==> src/rtl/fp_mul_controller.sv <==
// Sequences one FP multiply through a shared multi-cycle mantissa multiplier,
// resolving special operands locally. Define FP_MUL_TIMEOUT_EN to abort a stalled multiply.
module fp_mul_controller #(
  parameter int IS_DOUBLE      = 0,
  parameter int EXP_WIDTH      = IS_DOUBLE ? 11 : 8,
  parameter int MANT_WIDTH     = IS_DOUBLE ? 52 : 23,
  parameter int TIMEOUT_CYCLES = 64,
  localparam int W             = EXP_WIDTH + MANT_WIDTH + 1
) (
  input  logic         clk,
  input  logic         rst_n,
  input  logic         in_valid,
  output logic         in_ready,
  input  logic [W-1:0] op1,
  input  logic [W-1:0] op2,
  output logic         mul_start,
  output logic [W-1:0] mul_op1,
  output logic [W-1:0] mul_op2,
  input  logic         mul_done,
  input  logic [W-1:0] mul_result,
  output logic         out_valid,
  input  logic         out_ready,
  output logic [W-1:0] result,
  output logic [3:0]   status,
  output logic         busy
);

  localparam logic [1:0] S_IDLE     = 2'd0;
  localparam logic [1:0] S_CLASSIFY = 2'd1;
  localparam logic [1:0] S_WAIT_MUL = 2'd2;
  localparam logic [1:0] S_HOLD     = 2'd3;

  localparam logic [W-1:0] QNAN =
    {1'b0, {EXP_WIDTH{1'b1}}, 1'b1, {(MANT_WIDTH-1){1'b0}}};

  function automatic logic is_nan(input logic [W-1:0] v);
    return (&v[W-2:MANT_WIDTH]) && (|v[MANT_WIDTH-1:0]);
  endfunction

  function automatic logic is_inf(input logic [W-1:0] v);
    return (&v[W-2:MANT_WIDTH]) && !(|v[MANT_WIDTH-1:0]);
  endfunction

  function automatic logic is_zero(input logic [W-1:0] v);
    return !(|v[W-2:0]);
  endfunction

  logic [1:0]   state_q, state_d;
  logic [W-1:0] mul_op1_q, mul_op1_d;
  logic [W-1:0] mul_op2_q, mul_op2_d;
  logic         mul_start_q, mul_start_d;
  logic [W-1:0] result_q, result_d;
  logic [3:0]   status_q, status_d;
  logic         out_valid_q, out_valid_d;

  logic op1_nan, op1_inf, op1_zero;
  logic op2_nan, op2_inf, op2_zero;
  logic prod_sign;
  logic done_ok;

  assign op1_nan   = is_nan(mul_op1_q);
  assign op1_inf   = is_inf(mul_op1_q);
  assign op1_zero  = is_zero(mul_op1_q);
  assign op2_nan   = is_nan(mul_op2_q);
  assign op2_inf   = is_inf(mul_op2_q);
  assign op2_zero  = is_zero(mul_op2_q);
  assign prod_sign = mul_op1_q[W-1] ^ mul_op2_q[W-1];
  // A done pulse coincident with the start pulse belongs to an earlier request.
  assign done_ok   = mul_done && !mul_start_q;

`ifdef FP_MUL_TIMEOUT_EN
  localparam int CNT_W = $clog2(TIMEOUT_CYCLES + 1);
  localparam logic [CNT_W-1:0] CNT_LIMIT = CNT_W'(TIMEOUT_CYCLES);
  logic [CNT_W-1:0] cnt_q, cnt_d;
`endif

  always_comb begin
    // NOTE: every signal gets a default first so no path leaves it unassigned,
    // which would otherwise infer a latch.
    state_d     = state_q;
    mul_op1_d   = mul_op1_q;
    mul_op2_d   = mul_op2_q;
    mul_start_d = 1'b0;
    result_d    = result_q;
    status_d    = status_q;
    out_valid_d = out_valid_q;
`ifdef FP_MUL_TIMEOUT_EN
    cnt_d       = cnt_q;
`endif

    case (state_q)
      S_IDLE: begin
        if (in_valid) begin
          mul_op1_d = op1;
          mul_op2_d = op2;
          state_d   = S_CLASSIFY;
        end
      end

      S_CLASSIFY: begin
        state_d     = S_HOLD;
        out_valid_d = 1'b1;
        if (op1_nan || op2_nan) begin
          result_d = QNAN;
          status_d = 4'b1000;
        end else if ((op1_inf && op2_zero) || (op1_zero && op2_inf)) begin
          result_d = QNAN;
          status_d = 4'b1001;
        end else if (op1_inf || op2_inf) begin
          result_d = {prod_sign, {EXP_WIDTH{1'b1}}, {MANT_WIDTH{1'b0}}};
          status_d = 4'b0100;
        end else if (op1_zero || op2_zero) begin
          result_d = {prod_sign, {(W-1){1'b0}}};
          status_d = 4'b0010;
        end else begin
          state_d     = S_WAIT_MUL;
          out_valid_d = 1'b0;
          mul_start_d = 1'b1;
`ifdef FP_MUL_TIMEOUT_EN
          cnt_d       = '0;
`endif
        end
      end

      S_WAIT_MUL: begin
        if (done_ok) begin
          result_d    = mul_result;
          status_d    = {is_nan(mul_result), is_inf(mul_result), is_zero(mul_result), 1'b0};
          out_valid_d = 1'b1;
          state_d     = S_HOLD;
        end
`ifdef FP_MUL_TIMEOUT_EN
        else begin
          cnt_d = cnt_q + 1'b1;
          if (cnt_d == CNT_LIMIT) begin
            result_d    = QNAN;
            status_d    = 4'b1001;
            out_valid_d = 1'b1;
            state_d     = S_HOLD;
          end
        end
`endif
      end

      S_HOLD: begin
        if (out_ready) begin
          out_valid_d = 1'b0;
          state_d     = S_IDLE;
        end
      end

      default: state_d = S_IDLE;
    endcase
  end

  // NOTE: state is updated with non-blocking assignments so every flop samples
  // the pre-edge value of the others, independent of statement order.
  always_ff @(posedge clk or negedge rst_n) begin
    if (!rst_n) begin
      state_q     <= S_IDLE;
      mul_op1_q   <= '0;
      mul_op2_q   <= '0;
      mul_start_q <= 1'b0;
      result_q    <= '0;
      status_q    <= '0;
      out_valid_q <= 1'b0;
    end else begin
      state_q     <= state_d;
      mul_op1_q   <= mul_op1_d;
      mul_op2_q   <= mul_op2_d;
      mul_start_q <= mul_start_d;
      result_q    <= result_d;
      status_q    <= status_d;
      out_valid_q <= out_valid_d;
    end
  end

`ifdef FP_MUL_TIMEOUT_EN
  always_ff @(posedge clk or negedge rst_n) begin
    if (!rst_n) cnt_q <= '0;
    else        cnt_q <= cnt_d;
  end
`endif

  assign in_ready  = (state_q == S_IDLE);
  assign busy      = (state_q != S_IDLE);
  assign mul_start = mul_start_q;
  assign mul_op1   = mul_op1_q;
  assign mul_op2   = mul_op2_q;
  assign out_valid = out_valid_q;
  assign result    = result_q;
  assign status    = status_q;

endmodule

==> config.mk <==
export PLATFORM = sky130hd
export DESIGN_NAME = fp_mul_controller
export DESIGN_NICKNAME = d
export VERILOG_FILES = /design/src/rtl/fp_mul_controller.sv
export SDC_FILE = /design/constraint.sdc
export NUM_CORES = 1
export LEC_CHECK = 0
export CAP_MARGIN = 5
export CELL_PAD_IN_SITES_DETAIL_PLACEMENT = 0
export CELL_PAD_IN_SITES_GLOBAL_PLACEMENT = 1
export CORE_UTILIZATION = 33
export DETAILED_ROUTE_END_ITERATION = 12
export GPL_TIMING_DRIVEN = 0
export PLACE_DENSITY_LB_ADDON = 0.1
export SETUP_SLACK_MARGIN = 0.4
export SLEW_MARGIN = 20
export SYNTH_ARGS = -nofsm -noshare
export SYNTH_HDL_FRONTEND = slang
export SYNTH_SLANG_ARGS = --single-unit
export TNS_END_PERCENT = 30
==> constraint.sdc <==
create_clock -name clk -period 4.2 [get_ports clk]
set_clock_uncertainty 0.15 [all_clocks]
set_input_delay 0.84 -clock clk [delete_from_list [all_inputs] [get_ports clk]]
set_output_delay 0.84 -clock clk [all_outputs]
set_load 0.01 [all_outputs]
[Word level (Yosys, flattened, before mapping)]
Cells that the tools add are included.
W data, S select, Z words.
Word-level totals
  output and inout port bits: 104
  input bits: 101
  bits in registers: 104
Cells by class
  bitwise operators: 1
  equal/unequal tests: 7
  multiplexer cells: 32
  reduce and logical (&&, ||, !) cells: 37
Operators by type and width (number)
  $mux W32: 5
  $reduce_or A31 Y1: 3
  $reduce_or A23 Y1: 3
  $pmux W32 S2: 1
  $reduce_and A8 Y1: 3
  $mux W4: 5
  $mux W1: 15
  $logic_and A1 B1 Y1: 9
  $reduce_and A3 Y1: 3
  $pmux W2 S4: 1
  $pmux W4 S2: 1
  $logic_not A1 Y1: 7
  $mux W2: 3
  $ne A2 B2 Y1 const B: 3
  $ne A5 B5 Y1 const B: 1
  $eq A2 B2 Y1 const B: 2
  $logic_or A1 B1 Y1: 4
  $reduce_bool A2 Y1: 2
  $pmux W1 S3: 1
  $reduce_bool A3 Y1: 1
  $eq A2 B1 Y1 const B: 1
  $logic_not A2 Y1: 1
  $reduce_and A2 Y1: 1
  $xor A1 B1 Y1: 1

[Logic depth before layout (Yosys ltp)]
  word-level depth: 8
  gate-level depth with buffers: 10

[Least setup slack after synthesis]
Ideal clock, no wire load.
  path kind: input port to flip-flop
  from: input port in_valid
  to: register mul_op1_q[0], in the netlist mul_op1[0]
  path slack: 2003 ps
  path buffers: 2
  data required time: 3925 ps
  arrival time: 1922 ps
  stages on the path: 4
  path through: nand2_1 > clkbuf_1 > clkbuf_1 > mux2_2
Between the ends
  cells in the longest elaborated chain, start to end: 1
Ends and longest elaborated chain
  from (decl): RTL line 12  | input logic in_valid,
  $reduce_and A2 Y1 (no source line)
  to (signal assigned): RTL line 169  | mul_op1_q <= mul_op1_d;
  to (decl): RTL line 49  | logic [W-1:0] mul_op1_q, mul_op1_d;
No other way between the ends.
A chain may end at the register's enable or synchronous reset.

[Worst setup path after layout]
  from: register state_q[0]
  to: output port busy
Between the ends
  cells in the longest elaborated chain, start to end: 1
Ends and longest elaborated chain
  from (decl): RTL line 48  | logic [1:0] state_q, state_d;
  from (signal assigned): RTL line 168  | state_q <= state_d;
  $reduce_bool A2 Y1: RTL line 186  | assign busy = (state_q != S_IDLE);
  to (decl): RTL line 25  | output logic busy
No other way between the ends.

==> flow_metrics.py <==
metrics = {
    "run_status": {
        "status": "finished clean",
    },
    "critical_path": {
        "worstSetupEndpoint": "busy",
        "rr_worst_depth": 6,
        "r2r_slack_ns": 1.58,
        "path_class": "reg -> out",
        "r2r-end": "mul_op2[31]",
        "crit_path_start": "state_q[0]",
        "worstPathArrival_ns": 1.79,
        "startpoint_type": "flip-flop",
        "cp_max_fo": 6,
        "crit_required_ns": 3.21,
        "end_kind": "primary output",
        "worstReg2RegStart": "state_q[0]",
    },
    "finish": {
        "num-fill-cells": 1168,
        "final_cell_count_no_fill": 784,
        "multi_input_area_um2": 1750,
        "final-seq-area_um2": 2600,
        "nNetsFinal": 708,
        "drive_gt1_share_pct": 15.3,
        "num_antenna_cells": 0,
        "syn_to_final_growth_pct": 58.1,
        "final_util_pct": 53.4,
    },
    "yosys": {
        "synthesis.area_um2": 4460,
        "async_flop_share_pct": 100,
        "synth_area_per_cell_um2": 11.5,
        "ys_seq_area_share_pct": 58.4,
        "synth_ff_type": "dfrtp_1",
        "syn_inst": 387,
        "syn-num-nets": 492,
        "ys_seq_elements": 104,
        "synth_warnings": 0,
        "yosysUniqueCellTypes": 33,
        "synth_edf_count": 0,
    },
    "power_and_ir_drop": {
        "power_density_nw_per_um2": 722,
        "report.power.total_uw": 5080,
        "power.leakage_uw": 0.00285,
        "peakVddDrop_v": 0.000362,
    },
    "place": {
        "dp_hpwl_um": 9670,
        "pre_cts_ws_ns": 1.05,
        "io_buffers": 204,
        "globalplace.congestion": 0.778,
        "placedCellCount": 768,
    },
    "cts": {
        "post_cts.repair.setup_buffers": 0,
        "cts.clk_slew.worst_paths_ns": 0.07,
        "ctsResizeCount": 0,
        "clock-sinks": 104,
        "ctsHoldBuffers": 0,
        "clock-root-buffer": "clkbuf_16",
        "clkLatencyLatePin_ns": 0.35,
        "cts_tree": "done",
        "cts_max_path_buffers": 2,
        "htree_num_levels": 3,
        "numCtsBuffers": 9,
    },
    "timing": {
        "min_period_ns": 2.78,
        "fin_crit_sh_pct": 66.2,
        "slew_viol_final": 0,
        "holdWs_ns": 0.224,
        "setup_violations": 0,
        "worst_pin_slew_ns": 0.636,
        "hold_viol": 0,
        "final.setup.worst_slack_ns": 1.42,
        "slew_headroom_pct": 57.5,
        "rsz0062_at_grt": "no",
        "max_freq_mhz": 360,
    },
    "route": {
        "dr.pass1.iters": 4,
        "wl_met2_um": 5900,
        "drt-wirelength-per-cell_um": 16.0,
        "vias": 3755,
        "viasPerCell": 4.79,
        "topRoutingLayerUsed": "met4",
        "wl_met1_um": 5270,
        "detail-route-antenna-nets": 0,
        "drt_iter0_markers": 202,
        "drt-total-wl_um": 12600,
        "drc": 0,
        "wl_met3_um": 1120,
    },
    "floorplanning": {
        "rows": 42,
        "die_h_um": 118,
        "die_x_um": 118,
        "io_pins": 205,
        "design.core.area_um2": 13200,
        "start_util_pct": 33.8,
        "dieArea_um2": 14000,
    },
    "grt": {
        "grt_pass1_vias": 3953,
        "grt_usage_pct": 19.2,
        "grt_overflow_total": 0,
        "antenna_found_initial": 0,
        "grt_pass1_wl_um": 20600,
        "grt_max_degree": 69,
    },
    "job": {
        "cap_violations": 0,
    },
    "hold_path": {
        "hold_class": "in -> async",
    },
}
where the power goes:
part	total, uW	internal (uW)	switching [uW]
registers	1820	1470	353
logic	2420	1360	1060
clock network	843	462	381
total	5080	3290	1800
stage by stage:
step / area (um^2) / TNS [ns]
finish: 7040 / 0
floorplan: 4460 / 0
global route: 7040 / 0
detailed placement: 6750 / 0
CTS: 7040 / 0
global placement: 6720 / -208.96
critical path, cell delays in order, from the launching register on:
cell	delay, ns
dfrtp_1	0.44
inv_1	0.10
ha_1	0.27
inv_1	0.10
clkdlybuf4s50_1	0.54
Yosys cell counts (2+ instances only):
| library cell | number | share of area, % |
|---|---|---|
| and4_1 | 2 | 0.39 |
| nor2_1 | 16 | 1.3 |
| ha_1 | 4 | 1.1 |
| a211oi_1 | 2 | 0.34 |
| dfrtp_1 | 104 | 58 |
| or2_2 | 2 | 0.28 |
| nand3_1 | 2 | 0.22 |
| nor3_1 | 8 | 0.90 |
| nor4_1 | 19 | 2.7 |
| inv_1 | 9 | 0.76 |
| a21oi_1 | 4 | 0.45 |
| nand2_1 | 69 | 5.8 |
| mux2_2 | 66 | 17 |
| or3_1 | 2 | 0.28 |
| buf_2 | 4 | 0.45 |
| nand4_1 | 8 | 1.1 |
| o31ai_1 | 10 | 1.7 |
| o21ai_0 | 4 | 0.45 |
| o21ai_1 | 25 | 2.8 |
| clkbuf_1 | 14 | 1.2 |
logic make-up after synthesis:
| family | count (synthesis) | share of synthesized area [%] |
|---|---|---|
| buffers and inverters | 27 | 2.39 |
| AO/OA/AOI/OAI | 53 | 7.39 |
| XOR/XNOR | 1 | 0.197 |
| AND/OR/NAND/NOR | 131 | 13.6 |
| multiplexers | 67 | 16.9 |
| flip-flops | 104 | 58.4 |
| adder cells (fa/ha/maj) | 4 | 1.12 |
worst min-delay path by stage:
stage | start | endpoint | cells past startpoint
global route | rst_n | result[23] | 1
detailed placement | result[23] | result[23] | 2
CTS | rst_n | result[24] | 1
global placement | result[27] | result[27] | 2
finish | rst_n | result[24] | 1
floorplan | result[23] | result[23] | 2
layout by cell type, fill, tap and decap left out, types with 4 or more instances in the layout:
cell type | netlist | layout
clkdlybuf4s50_1 | 0 | 203
dfrtp_1 | 104 | 104
nand2_1 | 69 | 69
mux2_2 | 66 | 66
o21ai_1 | 25 | 25
nor4_1 | 19 | 19
nor2_1 | 16 | 16
clkbuf_1 | 14 | 14
o31ai_1 | 10 | 10
inv_1 | 9 | 9
clkbuf_16 | 0 | 9
nor3_1 | 8 | 8
nand4_1 | 8 | 8
buf_2 | 4 | 4
o21ai_0 | 4 | 4
a21oi_1 | 4 | 4
ha_1 | 4 | 4
flip-flops by register name, summed over array words and instances (netlist names):
signal,cells
mul_op2,32
mul_start,1
state_q,2
status,4
mul_op1,32
out_valid,1
result,32
area by class of cell:
class                           count  area share, %
Sequential cell                   104           36.9
Timing Repair Buffer              205           29.4
Multi-Input combinational cell    256           24.8
Clock buffer                        9           3.20
Tap cell                          176           3.13
Clock inverter                      7           1.03
Buffer                             18           1.03
Inverter                            9          0.480
metal layers:
metal | up-vias | GRT usage (%)
li1 | 1802 | -
met1 | 1797 | 23.7
met2 | 138 | 30.0
met3 | 18 | 6.95
met4 | 0 | 8.97
met5 | - | 0
(Power assumes the default switching activity.)
